--- src/rtl/vga_copper_pkg.sv ---
// vga_copper_pkg: register map, program entry layout, end-of-list marker and
// sequencer state encodings shared by the copper top and its program RAM.
package vga_copper_pkg;

    // CPU-visible copper register offsets (cpu_sel = 1)
    localparam logic [2:0] REG_CTRL  = 3'd0;
    localparam logic [2:0] REG_PTR   = 3'd1;
    localparam logic [2:0] REG_DATA  = 3'd2;
    localparam logic [2:0] REG_STAT  = 3'd3;
    localparam logic [2:0] REG_STAT2 = 3'd4;

    // Raster line value that terminates the program list
    localparam logic [9:0] END_LINE = 10'h3FF;

    // Sequencer states
    localparam logic [2:0] S_IDLE  = 3'd0;
    localparam logic [2:0] S_FETCH = 3'd1;
    localparam logic [2:0] S_CMP   = 3'd2;
    localparam logic [2:0] S_ISSUE = 3'd3;
    localparam logic [2:0] S_DONE  = 3'd4;

    // One 24-bit program entry: byte2 = data, byte1 = {irq, reg, pad, line[9:8]},
    // byte0 = line[7:0]
    typedef struct packed {
        logic [7:0] data;
        logic       irq;
        logic [2:0] reg_sel;
        logic [1:0] pad;
        logic [9:0] line;
    } entry_t;

endpackage

--- src/rtl/vga_copper_ram.sv ---
// vga_copper_ram: DEPTH x 24-bit program store. Byte-lane write port from the
// CPU pointer, registered read port for the sequencer. Contents are not reset.
module vga_copper_ram
    import vga_copper_pkg::*;
#(
    parameter int DEPTH = 16,
    parameter int PW    = $clog2(DEPTH)
) (
    input  logic          cpu_clk,
    input  logic          wr_en,
    input  logic [PW-1:0] wr_idx,
    input  logic [1:0]    wr_lane,
    input  logic [7:0]    wr_byte,
    input  logic [PW-1:0] rd_idx,
    output entry_t        rd_data
);

    logic [23:0] mem [DEPTH];

    // Byte write into the addressed entry; read port registered every cycle.
    // NOTE: the array carries no reset on purpose, so it maps onto block RAM.
    always_ff @(posedge cpu_clk) begin
        if (wr_en && wr_lane != 2'd3) begin
            mem[wr_idx][{wr_lane, 3'b000} +: 8] <= wr_byte;
        end
        rd_data <= entry_t'(mem[rd_idx]);
    end

endmodule

--- src/rtl/vga_copper.sv ---
// vga_copper: raster-synchronised register sequencer ("copper").
// Replays a CPU-loaded list of {line, reg, data} entries into the video
// adapter register port once per frame; direct CPU writes always win the port.
// Build option: define VGA_COPPER_IRQ_EN to enable the raster interrupt.
module vga_copper
    import vga_copper_pkg::*;
#(
    parameter int DEPTH  = 16,
    parameter int LINE_W = 10
) (
    input  logic       cpu_clk,
    input  logic       rst,
    input  logic [2:0] cpu_addr,
    input  logic [7:0] cpu_dbw,
    input  logic       cpu_we,
    input  logic       cpu_sel,
    input  logic       hsync,
    input  logic       vsync,
    output logic [7:0] cpu_dbr,
    output logic [2:0] vga_addr,
    output logic [7:0] vga_dbw,
    output logic       vga_we,
    output logic       irq
);

    localparam int PW = $clog2(DEPTH);
    localparam logic [PW+1:0] PTR_ONE = {{(PW+1){1'b0}}, 1'b1};
    localparam logic [PW+1:0] PTR_TWO = {{PW{1'b0}}, 2'b10};
    localparam logic [PW:0]   IDX_ONE = {{PW{1'b0}}, 1'b1};

    logic              en;
    logic              irq_en;
    logic [PW+1:0]     ptr;       // byte pointer: {entry, lane}
    logic              hs_r, vs_r;
    logic              hs_fall, vs_fall;
    logic [LINE_W-1:0] line_cnt;
    logic [9:0]        line10;
    logic [PW:0]       idx;       // extra MSB flags a walk past the last entry
    logic [2:0]        state;
    logic              pend;
    logic              grant;
    logic              cop_wr, cpu_vga;
    logic [7:0]        rd_mux;
    entry_t            ent;
    logic              unused_bits;

    assign cop_wr  = cpu_we & cpu_sel;
    assign cpu_vga = cpu_we & ~cpu_sel;
    assign hs_fall = hs_r & ~hsync;
    assign vs_fall = vs_r & ~vsync;
    assign line10  = 10'(line_cnt);
    assign unused_bits = ^{ent.pad, ent.irq};

    vga_copper_ram #(.DEPTH(DEPTH), .PW(PW)) u_ram (
        .cpu_clk (cpu_clk),
        .wr_en   (cop_wr && cpu_addr == REG_DATA),
        .wr_idx  (ptr[PW+1:2]),
        .wr_lane (ptr[1:0]),
        .wr_byte (cpu_dbw),
        .rd_idx  (idx[PW-1:0]),
        .rd_data (ent)
    );

    // CTRL enable and program pointer; the pointer skips unused lane 3.
    always_ff @(posedge cpu_clk or posedge rst) begin
        if (rst) begin
            en  <= 1'b0;
            ptr <= '0;
        end else if (cop_wr) begin
            case (cpu_addr)
                REG_CTRL: en  <= cpu_dbw[0];
                REG_PTR:  ptr <= {cpu_dbw[PW-1:0], 2'b00};
                REG_DATA: ptr <= ptr + ((ptr[1:0] == 2'd2) ? PTR_TWO : PTR_ONE);
                default:  ;
            endcase
        end
    end

    // Previous-cycle copies of the active-low syncs for fall detection.
    always_ff @(posedge cpu_clk or posedge rst) begin
        if (rst) begin
            hs_r <= 1'b1;
            vs_r <= 1'b1;
        end else begin
            hs_r <= hsync;
            vs_r <= vsync;
        end
    end

    // Raster line counter: cleared by vsync, counts hsync, saturates.
    always_ff @(posedge cpu_clk or posedge rst) begin
        if (rst) begin
            line_cnt <= '0;
        end else if (vs_fall) begin
            line_cnt <= '0;
        end else if (hs_fall && line_cnt != '1) begin
            line_cnt <= line_cnt + 1'b1;
        end
    end

    // Replay sequencer: fetch entry, wait for its line, issue, advance.
    always_ff @(posedge cpu_clk or posedge rst) begin
        if (rst) begin
            state <= S_IDLE;
            idx   <= '0;
            pend  <= 1'b0;
        end else begin
            if (vs_fall) begin
                idx <= '0;
            end
            if (!en) begin
                state <= S_IDLE;
                pend  <= 1'b0;
            end else if (vs_fall) begin
                state <= S_FETCH;
                pend  <= 1'b0;
            end else begin
                case (state)
                    S_FETCH: state <= S_CMP;
                    S_CMP: begin
                        if (ent.line == END_LINE || idx[PW]) begin
                            state <= S_DONE;
                        end else if (line_cnt >= LINE_W'(ent.line)) begin
                            state <= S_ISSUE;
                            pend  <= 1'b1;
                        end
                    end
                    S_ISSUE: begin
                        if (grant) begin
                            pend  <= 1'b0;
                            idx   <= idx + IDX_ONE;
                            state <= S_FETCH;
                        end
                    end
                    default: state <= state;
                endcase
            end
        end
    end

    // Shared video port mux: CPU first, then the pending copper write.
    always_comb begin
        // NOTE: every output gets a default first so no path infers a latch.
        vga_we   = 1'b0;
        vga_addr = 3'd0;
        vga_dbw  = 8'h00;
        grant    = 1'b0;
        if (cpu_vga) begin
            vga_we   = 1'b1;
            vga_addr = cpu_addr;
            vga_dbw  = cpu_dbw;
        end else if (pend) begin
            vga_we   = 1'b1;
            vga_addr = ent.reg_sel;
            vga_dbw  = ent.data;
            grant    = 1'b1;
        end
    end

`ifdef VGA_COPPER_IRQ_EN
    // Raster interrupt: set by a flagged granted entry, cleared by writing
    // offset 4; a set in the same cycle as the clear wins.
    always_ff @(posedge cpu_clk or posedge rst) begin
        if (rst) begin
            irq_en <= 1'b0;
            irq    <= 1'b0;
        end else begin
            if (cop_wr && cpu_addr == REG_CTRL) begin
                irq_en <= cpu_dbw[1];
            end
            if (grant && ent.irq && irq_en) begin
                irq <= 1'b1;
            end else if (cop_wr && cpu_addr == REG_STAT2) begin
                irq <= 1'b0;
            end
        end
    end
`else
    assign irq_en = 1'b0;
    assign irq    = 1'b0;
`endif

    // Copper register read selection.
    always_comb begin
        rd_mux = 8'h00;
        case (cpu_addr)
            REG_CTRL:  rd_mux = {6'b000000, irq_en, en};
            REG_STAT:  rd_mux = line10[7:0];
            REG_STAT2: rd_mux = {irq, state[1:0], 3'b000, line10[9:8]};
            default:   rd_mux = 8'h00;
        endcase
    end

    // Registered CPU read data.
    always_ff @(posedge cpu_clk or posedge rst) begin
        if (rst) begin
            cpu_dbr <= 8'h00;
        end else begin
            cpu_dbr <= cpu_sel ? rd_mux : 8'h00;
        end
    end

endmodule

--- config.mk ---
export PLATFORM = sky130hd
export DESIGN_NAME = vga_copper
export DESIGN_NICKNAME = d
export VERILOG_FILES = /design/src/rtl/vga_copper_pkg.sv /design/src/rtl/vga_copper_ram.sv /design/src/rtl/vga_copper.sv
export SDC_FILE = /design/constraint.sdc
export NUM_CORES = 1
export LEC_CHECK = 0
export ABC_CLOCK_PERIOD_IN_PS = 2800
export CAP_MARGIN = 10
export CORE_MARGIN = 2
export CORE_UTILIZATION = 60
export CTS_CLUSTER_DIAMETER = 200
export DETAILED_ROUTE_END_ITERATION = 12
export GPL_TIMING_DRIVEN = 1
export PLACE_DENSITY = 0.77
export SLEW_MARGIN = 40
export SYNTH_ARGS = -nofsm -noshare
export SYNTH_HDL_FRONTEND = slang
export SYNTH_HIERARCHICAL = 1
export SYNTH_SLANG_ARGS = --single-unit
--- constraint.sdc ---
create_clock -name cpu_clk -period 2.8 [get_ports cpu_clk]
set_clock_uncertainty 0.1 [all_clocks]
set_input_delay 0.56 -clock cpu_clk [delete_from_list [all_inputs] [get_ports cpu_clk]]
set_output_delay 0.56 -clock cpu_clk [all_outputs]
set_load 0.02 [all_outputs]
==> results by stage <==
Yosys:
- After synthesis, the mean cell area works out to 17.21 um2.
- The number of nets in the synthesized netlist is 950.
- In this run the cell area of the synthesized design comes to 15,770 um2.
- Synthesis produced 916 cells.
- The count of synthesis-stage warnings from yosys is 6.

Cells and area:
- The area occupied by multi-input gates is 4053 um2.
- The count of antenna diodes in the layout is 0.
- The utilization after layout is 0.7059.
- In the final layout, the share of cells above drive strength 1 is 0.2236.
- Leaving out fill and tap cells, the most frequent cells in the layout are sky130_fd_sc_hd__edfxtp_1 (336), sky130_fd_sc_hd__mux4_2 (84), sky130_fd_sc_hd__buf_4 (82), sky130_fd_sc_hd__nor2_1 (69), sky130_fd_sc_hd__nand2_1 (69).
- Registers take 11,420 um2.
- The synthesis-to-finish area growth is 16.00%.
- The count of cells in the finished layout, fillers not included, comes to 1,395.
- The number of filler instances in the final layout is 1,528.
- The final layout net count is 1,064.
- The most common cell after layout, fill and taps aside is sky130_fd_sc_hd__edfxtp_1.

Clock network:
- In this run the deepest clock path goes through 3 buffers.
- After clock tree synthesis, the clock-pin slew on the worst setup and hold paths is 0.06 ns.
- The H-tree depth is 2.
- TritonCTS created 40 clock buffers.
- The cell sitting at the root of the clock tree is a sky130_fd_sc_hd__clkbuf_16.
- At the later pin of the worst-skew pair, clock insertion delay measures 0.53 ns.
- The number of buffers inserted by hold repair at cts is 0.
- The clock sink count is 393.
- The clock tree from TritonCTS is yes.

Routing:
- The number of vias per cell after detailed routing is 6.336.
- Dividing the detail-routed wire length by the instance count gives 24.68 um.
- The final wirelength is 34.44 mm.
- The number of nets with antenna violations after detailed routing is 0.
- The count of TritonRoute iterations in the first routing pass is 6.
- The post-detailed-route DRC marker count is 0.
- The number of violations reported at the end of detailed-routing iteration 0 is 1,114.
- The final route contains 8,839 vias.

Setup path:
- The largest individual stage delay along the critical path comes from the cell sky130_fd_sc_hd__clkdlybuf4s50_1.
- The worst setup path is of the input pin to primary output kind.
- The logic depth of the worst register-to-register path is 4.
- The type of element capturing the critical path is a primary output.
- The maximum fanout along the worst path is 13.
- The element type at the critical path start is an input pin.
- On the critical path the largest part of the delay comes from buffers and inverters.
- The slack of the worst reg-to-reg path is 0.40 ns.
- The data arrival time of the worst path is 2.07 ns.
- The buffering stage count on the worst path with inverters included is 3.
- The required time at the worst-slack endpoint is 2.14 ns.
- The cell depth of the worst setup path is 5.
- The critical path goes through clkdlybuf4s50_1 > nand2b_1 > buf_12 > nand2b_1 > clkdlybuf4s50_1.
- The delay of the slowest cell on the worst path is 0.60 ns.

Power:
- The fraction of power consumed by combinational cells is 0.043.
- The part of the power in registers is 0.539.
- The total chip power is 12.17 mW.
- The maximum vdd ir drop is 590.9 uV.
- Dividing total power by cell area gives a power density of 665.3 nW/um2.
- The static leakage power is 6.053 nW.
- The clock share of power is 0.419.
- The cell internal power dissipation is 9.603 mW.
- Of the total power, the share spent switching nets is 0.2109.
- The switching power summed over all nets is 2.566 mW.

Timing:
- The maximum operating frequency is 0.3660 GHz.
- Headroom to the max-slew limit came out at 0.5001.
- The total count of hold-check failures in the final report came to 0.
- For the finished layout, the period the worst path requires is 2.733 ns.
- The measured slew at the worst slew-check pin is 0.7498 ns.
- The final worst-path cycle share is 0.9759.
- The number of max-slew violations in the final report came to 0.
- Setup repair after global routing left no endpoint under its margin.
- The total negative slack is 0 ns.
- Across all hold checks on the routed design, the worst slack comes to 0.3469 ns.
- The number of setup violations in the final report is 0.

Global route:
- The number of antenna violations at the first check in global routing is 0.
- The final global-route overflow total is 0.
- The total global-route track usage is 0.2551.
- The maximum number of pins on one net before global-route repair is 41.
- The first global-routing pass estimated 53.19 mm of wire.
- The via count of the first global-routing pass is 9,090.

Placed design:
- The count of buffers added on input and output ports is 36.
- Once placement completed, the tool counted placed cells totaling 1,323.
- The wire-length estimate of the detail-placed layout is 21.84 mm.
- The congestion estimate from routability-driven global placement came to 0.8764.

Outcome:
- The run finished with clean final reports.

Die:
- The effective utilization at floorplan is 0.6085.
- The width of the die is 166.1 um.
- The core area is 25,910 um2.
- In this run the count of I/O pins placed on the die edge is 38.
- The total die area is 27,590 um2.
- After floorplanning, the core was divided into 59 placement rows.
- The die is 166.1 um tall.

Flow run:
- Across the run, the number of max-cap violations was 0.

Worst hold path:
- In this run the worst hold path is classified as input pin to async pin.
## metrics by stage
stage | setup slack (ns) | cell area [um2]
final | 0.06744 | 18290
after global routing | 0.01469 | 18290
after CTS | 0.08159 | 18290
after detailed placement | -0.09808 | 17040
after global placement | -0.09811 | 17040
after floorplan | 0.1244 | 15770
## per-layer routing
metal,share of wire,vias up,wire [um],global-route usage
met5,0,-,0,0
met3,0.088,101,3033,0.05410
met2,0.49,474,16900,0.4133
li1,-,3799,-,-
met4,0.032,0,1119,0.09149
met1,0.39,4465,13390,0.3499
## state kept, by name, summed over array words and instances (netlist names)
signal and cells:
en 1, line10 10, u_ram/mem 336, state 3, cpu_dbr 8, idx 5, pend 1, ptr 6
hs_r 1, vs_r 1, u_ram/rd_data 21
## power groups by stage
| stage | Clock, mW | Combinational [mW] | Sequential, mW |
|---|---|---|---|
| 2_1_floorplan | 0 | 0.332 | 6.60 |
| 3_3_place_gp | 0 | 0.485 | 6.66 |
| 3_5_place_dp | 0 | 0.507 | 6.67 |
| 4_1_cts | 5.18 | 0.511 | 6.55 |
| 5_1_grt | 5.41 | 0.562 | 6.56 |
| 6_report | 5.10 | 0.519 | 6.55 |
## worst min-delay path: cells and delay by family
family	cells	cell delay (ns)
buffers and inverters	3	0.84
## worst paths after layout
kind | from | endpoint
worst max-delay path | cpu_sel | vga_we
worst min-delay path | rst | cpu_dbr[5]
worst max register to register | ptr[0] | u_ram/mem[11][13]
worst min register to register | state[2] | state[2]
max in group asynchronous | rst | idx[0]
min in group cpu_clk | hsync | hs_r
## what timing repair did
item | 4_1_cts | 5_1_grt
buffers inserted | 0 | 0
endpoints found under the setup margin | 11 | 0
resized for setup | 11 | 0
## final cells by class
class	count	share of cell area
clock buffers	52	0.05890
clock inverters	20	0.009988
repair buffers	123	0.05808
well taps	335	0.02292
flip-flops and latches	393	0.6244
inverters	20	0.004105
multi-input cells	452	0.2216
Power figures use the tool's default switching activity.
